<file path="src/rtl/mem_arbiter_pkg.sv">
// Shared types for the instruction/data memory arbiter: transfer sizes,
// arbiter FSM states and the alignment rule.
package mem_arbiter_pkg;

  localparam int unsigned ADDR_W = 32;
  localparam int unsigned DATA_W = 32;

  typedef enum logic [1:0] {
    WORD     = 2'd0,
    HALFWORD = 2'd1,
    BYTE     = 2'd2
  } tsize_e;

  typedef enum logic [1:0] {
    IDLE   = 2'd0,
    ACCESS = 2'd1,
    RESP   = 2'd2
  } state_e;

  // Only the two low address bits matter for natural alignment.
  function automatic logic is_aligned(input logic [1:0] addr, input tsize_e size);
    case (size)
      WORD:     return addr == 2'b00;
      HALFWORD: return !addr[0];
      default:  return 1'b1;
    endcase
  endfunction

endpackage

</file>
<file path="src/rtl/mem_arbiter.sv">
// Two-master (instruction fetch / data) arbiter onto a single memory port.
// One transaction in flight; data has priority, bounded by a starvation limit.
module mem_arbiter
  import mem_arbiter_pkg::*;
#(
  parameter int unsigned STARVE_LIMIT = 4
) (
  input  logic              clk,
  input  logic              rst,
  input  logic              i_req,
  input  logic [ADDR_W-1:0] i_addr,
  output logic              i_gnt,
  output logic              i_rvalid,
  output logic [DATA_W-1:0] i_rdata,
  output logic              i_err,
  input  logic              d_req,
  input  logic              d_we,
  input  logic [ADDR_W-1:0] d_addr,
  input  logic [DATA_W-1:0] d_wdata,
  input  tsize_e            d_size,
  output logic              d_gnt,
  output logic              d_rvalid,
  output logic [DATA_W-1:0] d_rdata,
  output logic              d_err,
  output logic [ADDR_W-1:0] mem_address,
  output logic              mem_write,
  output logic [DATA_W-1:0] mem_write_data,
  output tsize_e            mem_tsize,
  input  logic [DATA_W-1:0] mem_data
);

  localparam int unsigned CNT_W = (STARVE_LIMIT < 1) ? 1 : $clog2(STARVE_LIMIT + 1);
  localparam logic [CNT_W-1:0] CNT_MAX = CNT_W'(STARVE_LIMIT);

  state_e            state_q, state_d;
  logic [CNT_W-1:0]  starve_q;
  logic              owner_i_q;
  logic              we_q;
  logic              err_q;
  logic              grant_ok;
  logic              i_first;
  logic [DATA_W-1:0] resp_data;

  // State register
  always_ff @(posedge clk or posedge rst) begin
    if (rst) state_q <= IDLE;
    else     state_q <= state_d;
  end

  // Next state and grant; grants only when no access is in progress
  always_comb begin
    state_d  = state_q;
    i_gnt    = 1'b0;
    d_gnt    = 1'b0;
    grant_ok = !rst && (state_q == IDLE || state_q == RESP);
    i_first  = i_req && (starve_q == CNT_MAX || !d_req);
    case (state_q)
      IDLE, RESP: begin
        if (grant_ok && i_first)     i_gnt = 1'b1;
        else if (grant_ok && d_req)  d_gnt = 1'b1;
        state_d = (i_gnt || d_gnt) ? ACCESS : IDLE;
      end
      ACCESS:  state_d = RESP;
      default: state_d = IDLE;
    endcase
  end

  // Writes and misaligned accesses return zero data
  assign resp_data = (we_q || err_q) ? '0 : mem_data;

  // Latch the granted request onto the memory port for exactly the ACCESS
  // cycle, then capture the response for the RESP cycle.
  always_ff @(posedge clk or posedge rst) begin
    if (rst) begin
      mem_address    <= '0;
      mem_write      <= 1'b0;
      mem_write_data <= '0;
      mem_tsize      <= WORD;
      i_rvalid       <= 1'b0;
      i_rdata        <= '0;
      i_err          <= 1'b0;
      d_rvalid       <= 1'b0;
      d_rdata        <= '0;
      d_err          <= 1'b0;
      owner_i_q      <= 1'b0;
      we_q           <= 1'b0;
      err_q          <= 1'b0;
      starve_q       <= '0;
    end else begin
      mem_address    <= '0;
      mem_write      <= 1'b0;
      mem_write_data <= '0;
      mem_tsize      <= WORD;
      i_rvalid       <= 1'b0;
      i_rdata        <= '0;
      i_err          <= 1'b0;
      d_rvalid       <= 1'b0;
      d_rdata        <= '0;
      d_err          <= 1'b0;

      if (i_gnt) begin
        mem_address <= i_addr;
        owner_i_q   <= 1'b1;
        we_q        <= 1'b0;
        err_q       <= !is_aligned(i_addr[1:0], WORD);
      end else if (d_gnt) begin
        mem_address    <= d_addr;
        mem_tsize      <= d_size;
        mem_write_data <= d_wdata;
        mem_write      <= d_we && is_aligned(d_addr[1:0], d_size);
        owner_i_q      <= 1'b0;
        we_q           <= d_we;
        err_q          <= !is_aligned(d_addr[1:0], d_size);
      end

      if (state_q == ACCESS) begin
        if (owner_i_q) begin
          i_rvalid <= 1'b1;
          i_rdata  <= resp_data;
          i_err    <= err_q;
        end else begin
          d_rvalid <= 1'b1;
          d_rdata  <= resp_data;
          d_err    <= err_q;
        end
      end

      // Counts data wins over a waiting fetch; saturates at the limit
      if (!i_req || i_gnt)                        starve_q <= '0;
      else if (d_gnt && starve_q != CNT_MAX)      starve_q <= starve_q + CNT_W'(1);
    end
  end

endmodule
</file>
<file path="config.mk">
export PLATFORM = sky130hd
export DESIGN_NAME = mem_arbiter
export DESIGN_NICKNAME = d
export VERILOG_FILES = /design/src/rtl/mem_arbiter_pkg.sv /design/src/rtl/mem_arbiter.sv
export SDC_FILE = /design/constraint.sdc
export NUM_CORES = 1
export LEC_CHECK = 0
export CAP_MARGIN = 20
export CORE_MARGIN = 2
export CORE_UTILIZATION = 36
export CTS_BUF_LIST = sky130_fd_sc_hd__clkbuf_4 sky130_fd_sc_hd__clkbuf_8
export DETAILED_ROUTE_END_ITERATION = 10
export PLACE_DENSITY_LB_ADDON = 0.05
export RECOVER_POWER = 100
export SLEW_MARGIN = 20
export SYNTH_ARGS = -nofsm -noshare
export SYNTH_HDL_FRONTEND = slang
export SYNTH_SLANG_ARGS = --single-unit
</file>
<file path="constraint.sdc">
create_clock -name clk -period 5.2 [get_ports clk]
set_input_delay 1.56 -clock clk [delete_from_list [all_inputs] [get_ports clk]]
set_output_delay 1.56 -clock clk [all_outputs]
set_load 0.005 [all_outputs]
</file>
* Word level (Yosys, flattened, before mapping)
Cells that the tools add are included.
** Storage, ports and cells
- Output and inout port bits :: 137
- Bits of input ports :: 135
- Register bits after elaboration :: 143
- Logic and storage cells :: 87
** Operators by class
- Muxes and demuxes :: 42
- Equality and inequality tests :: 5
- Reductions and logical operators :: 24
- Add/sub/neg operators :: 1
** Operator list (count)
- 2-to-1 mux 32 bit :: 9
- 2-to-1 mux 1 bit :: 27
- logical NOT 2 bit :: 4
- logical AND 1 bit :: 6
- logical NOT 1 bit :: 6
- 2-to-1 mux 3 bit :: 2
- logical OR 1 bit :: 5
- == test 2 x 1 -> 1 bit (second input constant) :: 2
- 2-to-1 mux 2 bit :: 2
- case mux 2 bit (2 select lines) :: 1
- nonzero test 2 bit :: 2
- adder 3 x 1 -> 3 bit (second input constant) :: 1
- == test 3 bit (second input constant) :: 1
- != test 3 bit (second input constant) :: 1
- == test 2 bit (second input constant) :: 1
- case mux 1 bit (2 select lines) :: 1
- OR reduction 2 bit :: 1

* Longest topological paths before layout
- Word-level depth :: 13
- Depth in mapped cells :: 7
- Gate-level depth less buffers :: 6

* Worst setup path after synthesis
Ideal clock, no wire load.
- Path type :: input to output
- Start :: input rst
- End :: output d_gnt
- Data required time :: 3.640 ns
- Data arrival time :: 2.325 ns
- Slack :: 1.315 ns
- Stages on the path :: 3
- Path through :: or3b_4 > a31oi_4 > buf_2
** Between the ends
- Word-level cells in the longest chain between the ends :: 7
- Elaborated cells between the ends (all ways) :: 8
- Those cells by class :: mux (4); reduce/logical (4)
** Ends and longest elaborated chain
- start, declared :: line mem_arbiter.sv:9 : input logic rst,
- logical NOT 1 bit (no line) (*)
- logical AND 1 bit (*) :: line mem_arbiter.sv:55 : grant_ok = !rst && (state_q == IDLE || state_q == RESP);
- logical AND 1 bit :: line mem_arbiter.sv:60 : else if (grant_ok && d_req) d_gnt = 1'b1;
- 2-to-1 mux 1 bit :: line mem_arbiter.sv:60
- 2-to-1 mux 1 bit (*) :: line mem_arbiter.sv:59 : if (grant_ok && i_first) i_gnt = 1'b1;
- 2-to-1 mux 1 bit (*) (2 in a row) :: line mem_arbiter.sv:57 : case (state_q)
- end, declared :: line mem_arbiter.sv:21 : output logic d_gnt,
Every way passes the cells marked *; elsewhere a longest branch is shown, timed or not. The select of a mux whose other input is x is not followed.

* Worst setup path after layout
- Start :: input d_req
- End :: output d_gnt
** Between the ends
- Word-level cells in the longest chain between the ends :: 7
- Elaborated cells between the ends (all ways) :: 9
- Those cells by class :: mux (4); reduce/logical (5)
** Ends and longest elaborated chain
- start, declared :: line mem_arbiter.sv:16 : input logic d_req,
- logical NOT 1 bit :: line mem_arbiter.sv:56 : i_first = i_req && (starve_q == CNT_MAX || !d_req);
- logical OR 1 bit :: line mem_arbiter.sv:56
- logical AND 1 bit :: line mem_arbiter.sv:56
- logical AND 1 bit :: line mem_arbiter.sv:59
- 2-to-1 mux 1 bit (*) :: line mem_arbiter.sv:59
- 2-to-1 mux 1 bit (*) (2 in a row) :: line mem_arbiter.sv:57
Marks and branches as above.

==> run metrics <==
post-synthesis cell type count=30; Initial Util=0.367; final wirelength=13700 um; leading area contributor after synthesis=dfrtp_1; post-CTS resize count=0; Clock Pin Slew Worst Setup and Hold Paths=0.07 ns; worst r2r path cells=7; max-slew violations=233; # port buffers=271; core area=13200 um2; Die Area=14400 um2; Seq/Total Area, Yosys=0.740; Final Setup Violations=0; WP data required=3.64 ns; P_int=0.00189 W; gpl congestion=0.897; Min-Delay Path Class=flop to flop; row count=42; io pins=272; most common cell in the netlist=dfrtp_1; Worst Hold End=owner_i_q; TritonCTS Buffers=17; top post-synthesis cells by count=dfrtp_1, and3_1, and2_1; switching share of power=0.227; DR vias/cell=4.69; GRT Residual Overflow=0; dominant cells by area after synthesis=dfrtp_1, and3_1, a22o_1; RSZ-0062 raised after global routing=no; via count=3735; initial antenna violation count=0; hpwl dp=9800 um; Die H=120 um; Final Power=0.00245 W; Synth Flop Type=dfrtp_1; Async SR Flop Fraction=1.00; Cell Pwr Density=300 nW/um2; Post-synth EDFFs=0; met1 wire length=5180 um; cells after synthesis=335; crit path capture type=output port; R2R setup slack=2.40 ns; Synthesis Warnings=0; Met3 Wirelength=1030 um; Setup crit start kind=input port; Worst Skew=0.00672 ns; Setup TNS=0 ns; Hold Fails Final Rpt=0; headroom to the max-slew limit=-0.455; top cell type's share of synthesized area=0.740; Worst Min Path Start=owner_i_q; Die Wd=120 um; Peak Freq=202 MHz; Net Sw Power=0.000556 W; Hold Crit Depth=2; max-cap violations=5; area added between synthesis and finish=68.4%; Mapped Nets=472; share of layout cells above drive strength 1=0.0596; clock root buffer=clkbuf_8; CTS Sinks=143; Layout Nets=745; Syn Area/Cell=14.4 um2; gr usage total=0.193; Finished Cell Area=8150 um2; Post-CTS Hold Buffers=0; cell count after placement=765; Synth Cell Area=4840 um2; per-cell routed wire length=17.1 um; Leakage=4.31 nW; Final Non-Filler Cells=797; Critical R2R Capture=err_q; TritonRoute pass-1 iters=4; Antenna Nets Post-Route=0; largest net degree at the start of global routing=93; CP arrival=3.40 ns; fin crit share=0.953; flop and latch count out of synthesis=143; Worst-Skew Late Latency=0.43 ns; DP Area=7740 um2; combinational share of power=0.129; CP Max Fanout=5; status=complete, but fails checks; uppermost layer routed=met4; CTS tree=yes; Worst-Margin Slew=2.18 ns; vias in the first global route=3704; first-pass GRT wire length=20700 um; failing checks=capacitance limit, slew limit; Routed met2 length=7020 um; sequential power share=0.482; post-route DRC violation count=0; crit path kind=input port to output port; clock share of power=0.390; Tmin final=4.96 ns; hold slack=0.557 ns; worst r2r src=starve_q[0]; Max Buffers Root-to-Sink=2; Antenna Cells=0; Peak supply drop=0.000158 V; # H-tree levels=4; DRT iter0 DRCs=221; post-CTS setup buffers=0
## power groups by stage
stage / Sequential [W] / Combinational (W) / Clock (W)
floorplan: 0.00120 / 0.000103 / 0
global placement: 0.00120 / 0.000333 / 0
detailed placement: 0.00120 / 0.000339 / 0
CTS: 0.00118 / 0.000341 / 0.000981
global route: 0.00118 / 0.000343 / 0.00103
finish: 0.00118 / 0.000315 / 0.000954
## kinds of logic after synthesis
family	synth area share
AOI/OAI and AO/OA	0.0804
xor gates and xnor gates	0.00181
adders and majority gates	0.00517
buffers and inverters	0.0253
DFF	0.740
and+or+nand+nor	0.147
## layout make-up
class | count | area [um2]
Timing Repair Buffer | 276 | 2730
Clock inverter | 8 | 128
Sequential cell | 143 | 3580
Inverter | 7 | 27.5
Tap cell | 176 | 220
Fill cell | 1050 | 5040
Multi-Input combinational cell | 163 | 1140
Clock buffer | 24 | 318
## sequential cells by signal, summed over array words and instances (netlist names)
register,cells
starve_q,3
state_q,2
i_rdata,32
mem_write,1
d_rvalid,1
mem_address,32
i_rvalid,1
err_q,1
owner_i_q,1
we_q,1
i_err,1
mem_tsize,2
d_err,1
mem_write_data,32
d_rdata,32
## worst max-delay path by stage
stage | startpoint | end | slack [ns] | cells after the start
after floorplan | rst | d_gnt | 1.32 | 3
after global placement | d_req | d_gnt | 0.38 | 4
after detailed placement | d_req | d_gnt | 0.37 | 4
after CTS | d_req | d_gnt | 0.37 | 4
after global routing | d_req | d_gnt | 0.16 | 4
final | d_req | d_gnt | 0.24 | 4
## critical path, cell delays in order
cell and delay, ns:
dlygate4sd3_1 0.58, or3b_1 0.47, a31oi_4 0.19, clkdlybuf4s50_1 0.60
## routing by layer
metal / track usage / up-vias
li1: - / 1696
met1: 0.223 / 1847
met2: 0.315 / 162
met3: 0.0713 / 30
met4: 0.0978 / 0
met5: 0 / -
## per-stage QoR
stage | worst slack (ns) | utilization
floorplan | 1.32 | -
global placement | 0.379 | 0.587
detailed placement | 0.371 | 0.587
CTS | 0.369 | 0.621
global route | 0.161 | 0.618
finish | 0.242 | 0.618
## cells in the final DEF (no fill, tap or decap), types with 2 or more instances in the layout
| cell type | synthesis | final |
|---|---|---|
| clkinvlp_4 | 0 | 2 |
| dfrtp_1 | 143 | 143 |
| ha_1 | 2 | 2 |
| clkbuf_1 | 15 | 3 |
| and2_1 | 36 | 20 |
| nor2_1 | 4 | 3 |
| clkbuf_4 | 0 | 2 |
| nand2_1 | 3 | 3 |
| clkbuf_2 | 0 | 2 |
| clkinv_4 | 0 | 2 |
| bufinv_16 | 0 | 3 |
| clkbuf_8 | 0 | 22 |
| dlygate4sd3_1 | 0 | 137 |
| a22o_1 | 32 | 32 |
| clkdlybuf4s50_1 | 0 | 134 |
| and2_0 | 0 | 16 |
| inv_1 | 6 | 5 |
| nor2b_1 | 2 | 2 |
| o21ai_0 | 2 | 2 |
| and3_1 | 66 | 66 |
Power figures use the tool's default switching activity.
==> RTL edit 1, RTL diff (same settings) <==
The parameter `STARVE_LIMIT` goes from 4 to 2.
--- a/src/rtl/mem_arbiter.sv
+++ b/src/rtl/mem_arbiter.sv
@@ -4,5 +4,5 @@
   import mem_arbiter_pkg::*;
 #(
-  parameter int unsigned STARVE_LIMIT = 4
+  parameter int unsigned STARVE_LIMIT = 2
 ) (
   input  logic              clk,
Behaviour: not the same (a bounded check fails within 10 cycles, from zero or initial values and one cycle with rst high).
==> RTL edit 1 against the unedited design <==
The flow still finishes with violations (max-capacitance violations, max-slew violations). Worst hold slack lost 120 ps. Cell area shrank 1.2%. Area after synthesis shrank 1.4%. Total power shrank 0.95%. Worst setup slack gained 26 ps. Sequential cell count shrank 1. Wire length shrank 9.1%. Clock skew grew 1.4 ps. Critical endpoint unchanged.
==> RTL edit 1: results (changes against the unedited design) <==
via_per_inst: 4.546  # was 4.686
wl_per_cell_um: 15.78  # was 17.14 um
drtIter0Drc: 225  # was 221
synth_cell_type_count: 25  # was 30
ir_drop_mv: 0.1120  # was 0.1576 mV
met1_length_um: 4447  # was 5176 um
r2r-start: "state_q[0]"  # was starve_q[0]
place_congestion: 0.7688  # was 0.8971
use_met1_pct: 19.11  # was 22.29%
dr_wl_met2_um: 6287  # was 7017 um
wl_met3_um: 1479  # was 1028 um
grt_start_max_net_pins: 89  # was 93
p_leak_nw: 4.266  # was 4.308 nW
hpwl_um: 9175  # was 9798 um
cellPowerDensity_nw_per_um2: 301.1  # was 300.3 nW/um2
use_met3_pct: 9.531  # was 7.129%
grt_pass1_wl_um: 19400  # was 20,680 um
place_ws_ps: 385.8  # was 370.9 ps
skew_ps: 8.090  # was 6.722 ps
postPlaceCellArea_um2: 7656  # was 7742 um2
slew_violations: 235  # was 233
min_to: "state_q[1]"  # was owner_i_q
r2r_end: "mem_address[15]"  # was err_q
num_vias: 3578  # was 3,735
failed_checks: "max-capacitance violations, max-slew violations"  # unchanged
status: "finished with violations"  # unchanged
post-place-cells: 755  # was 765
grt_usage_pct: 18.07  # was 19.30%
drv_cap: 4  # was 5
ys_seq_area_share_pct: 74.48  # was 73.98%
met2_usage_pct: 30.50  # was 31.50%
hold_ws_ps: 439.4  # was 556.9 ps
path_max_fanout: 4  # was 5
hold_depth: 1  # was 2
hold_start: "state_q[1]"  # was owner_i_q
regToRegSetupSlack_ps: 1910  # was 2400 ps
synth_top_cells_by_area: "dfrtp_1 74%, and3_1 8.8%, a22o_1 5.9%, and2_1 4.7%, clkbuf_1 1.0%"  # was dfrtp_1 74%, and3_1 8.5%, a22o_1 5.8%, and2_1 4.7%, clkbuf_1 1.2%
startpoint: "rst"  # was d_req
RTL edit 1: changes by cell type in the layout (fill, tap and decap cells not counted), sizes merged, moves of 2 or more:
cell	before	now
clkinv	4	6
nand2	3	0
inv	5	3
clkbuf	29	24
nor2b	2	4
RTL edit 1: logic make-up after synthesis:
group / after synthesis / share of synthesized area [%]
simple gates: 113 / 14.74
compound gates: 42 / 7.684
flops: 142 / 74.48
buf+inv: 27 / 2.649
xor+xnor: 1 / 0.1836
fa+ha+maj: 1 / 0.2622
RTL edit 1: final cells by class:
class | count | area (um2)
Timing Repair Buffer | 276 | 2736
Clock inverter | 12 | 165.2
Inverter | 4 | 16.27
Tap cell | 176 | 220.2
Clock buffer | 20 | 275.3
Multi-Input combinational cell | 157 | 1082
Sequential cell | 142 | 3553
Fill cell | 1045 | 5036
RTL edit 1: worst max-delay path: stages:
cell and delay [ps]:
dlygate4sd3_1 600, or3b_1 430, a21oi_1 210, clkdlybuf4s50_1 580
==> RTL edit 2, RTL diff (config.mk and constraints unchanged) <==
Without the edit above. Make the reset (`rst`) synchronous in 2 clocked blocks.
--- a/src/rtl/mem_arbiter.sv
+++ b/src/rtl/mem_arbiter.sv
@@ -43,5 +43,5 @@
 
   // State register
-  always_ff @(posedge clk or posedge rst) begin
+  always_ff @(posedge clk) begin
     if (rst) state_q <= IDLE;
     else     state_q <= state_d;
@@ -71,5 +71,5 @@
   // Latch the granted request onto the memory port for exactly the ACCESS
   // cycle, then capture the response for the RESP cycle.
-  always_ff @(posedge clk or posedge rst) begin
+  always_ff @(posedge clk) begin
     if (rst) begin
       mem_address    <= '0;
Function: differs if rst is asserted again (counterexample within 4 cycles, from zero or initial values and one cycle with rst high); with rst held inactive, the same outputs for 4 cycles.
==> RTL edit 2 against the unedited design <==
Via count shrank 3.7%. Area after synthesis shrank 13%. Largest cell class unchanged. Worst hold slack lost 120 ps. The run still ends with max-capacitance violations, max-slew violations left. Clock skew is essentially flat. Combinational power shrank 25%. Sequential share of layout area shrank 5.2 points. Worst setup slack gained 42 ps. Total power shrank 6.9%. Global-route usage shrank 0.61 points. Sequential cell count is the same. Wire length shrank 14%. Fmax grew 0.86%. Cell area shrank 9.2%. First-iteration DRC count shrank 17%.
==> RTL edit 2: results (changes against the unedited design) <==
met1_length_um: 4517  # was 5176 um
slew_violations: 33  # was 233
nFillCells: 926  # was 1,050
cp_slowest_stage_delay_ps: 640  # was 600 ps
dr_wl_met2_um: 5947  # was 7017 um
synth_top_cells_by_area: "dfxtp_1 68%, and3_1 15%, a22o_1 6.7%, clkbuf_1 1.2%, buf_6 1.1%"  # was dfrtp_1 74%, and3_1 8.5%, a22o_1 5.8%, and2_1 4.7%, clkbuf_1 1.2%
ys_seq_area_share_pct: 67.93  # was 73.98%
drt_wl_total_um: 11760  # was 13,660 um
skew_ps: 6.498  # was 6.722 ps
drtIter0Drc: 183  # was 221
ir_drop_mv: 0.1866  # was 0.1576 mV
first_global_vias: 3521  # was 3,704
worst_pin_slew_ps: 1505  # was 2183 ps
nNetsFinal: 748  # was 745
wl_met3_um: 972  # was 1028 um
cp_slowest_cell: "dlygate4sd3_1"  # was clkdlybuf4s50_1
failed_checks: "max-capacitance violations, max-slew violations"  # unchanged
grt_pass1_wl_um: 18320  # was 20,680 um
hpwl_um: 8610  # was 9798 um
p_leak_nw: 3.623  # was 4.308 nW
grt_usage_pct: 18.68  # was 19.30%
ys_top_cells_by_count: "143 x dfxtp_1, 99 x and3_1, 32 x a22o_1"  # was 143 x dfrtp_1, 66 x and3_1, 36 x and2_1
drv_cap: 1  # was 5
synth_cell_type_count: 34  # was 30
crit_arrival_ps: 3360  # was 3400 ps
status: "finished with violations"  # unchanged
async_reset_ff_share_pct: 0  # was 100.0%
antenna_found_initial: 1  # was 0
synth_nets: 480  # was 472
drive_gt1_share_pct: 5.939  # was 5.958%
place_ws_ps: 404.1  # was 370.9 ps
num_vias: 3596  # was 3,735
path_max_fanout: 6  # was 5
place_congestion: 0.8361  # was 0.8971
## RTL edit 2: cell count changes after synthesis, sizes merged, moves of 2 or more
cell,change
dfrtp,-143
dfxtp,+143
and2,-33
and3,+33
buf,+4
a21oi,+3
inv,-3
nand3,+3
nand2,-2
## RTL edit 2: cell type report
type | instances | share of cell area [%]
diodes | 1 | 0.03385
clock buffers | 26 | 4.671
clock inverters | 5 | 1.015
inverters | 3 | 0.1523
multi-input cells | 170 | 15.99
flip-flops and latches | 143 | 38.72
well taps | 143 | 2.420
repair buffers | 276 | 36.99
## RTL edit 2: report_power, final
part	internal [mW]	total, mW	switching (mW)
clock network	0.522	0.902	0.379
logic	0.158	0.235	0.0768
registers	1.13	1.14	0.0106
## RTL edit 2: kinds of logic (layout without fill, tap and decap cells)
kind of cell	after synthesis	after routing	synth area share, %
flops	143	143	67.93
simple gates	121	121	18.38
compound gates	47	47	9.353
buf+inv	30	310	3.741
fa+ha+maj	2	2	0.5937
other cells	0	1	0
## RTL edit 2: metal layers
layer	up-vias	track usage, %
met5	-	0
met1	1671	20.29
met3	23	7.397
met2	156	31.69
met4	0	9.431
li1	1746	-
## RTL edit 2: per-stage QoR
stage                     util [%]  area, um2  total power, mW  instances
final                        64.75       7393            2.279        767
after floorplan                  -       4214            1.236        343
after global routing         64.75       7393            2.369        767
after global placement       61.39       7009            1.418        735
after CTS                    65.07       7430            2.325        766
after detailed placement     61.39       7009            1.421        735
## RTL edit 2: worst paths after layout
path / start / endpoint / slack, ps / cells after the start
max: d_req / d_gnt / 280 / 4
max reg2reg: starve_q[0] / err_q / 2580 / 6
min: state_q[1] / state_q[1] / 440 / 1
min reg2reg: state_q[1] / state_q[1] / 440 / 1
## RTL edit 2: worst register-to-register path, delay by kind of cell, from the launching register on
kind / cells / cell delay [ps]
fa+ha+maj: 1 / 250
flops: 1 / 370
simple gates: 1 / 200
compound gates: 2 / 430
buf+inv: 2 / 1180
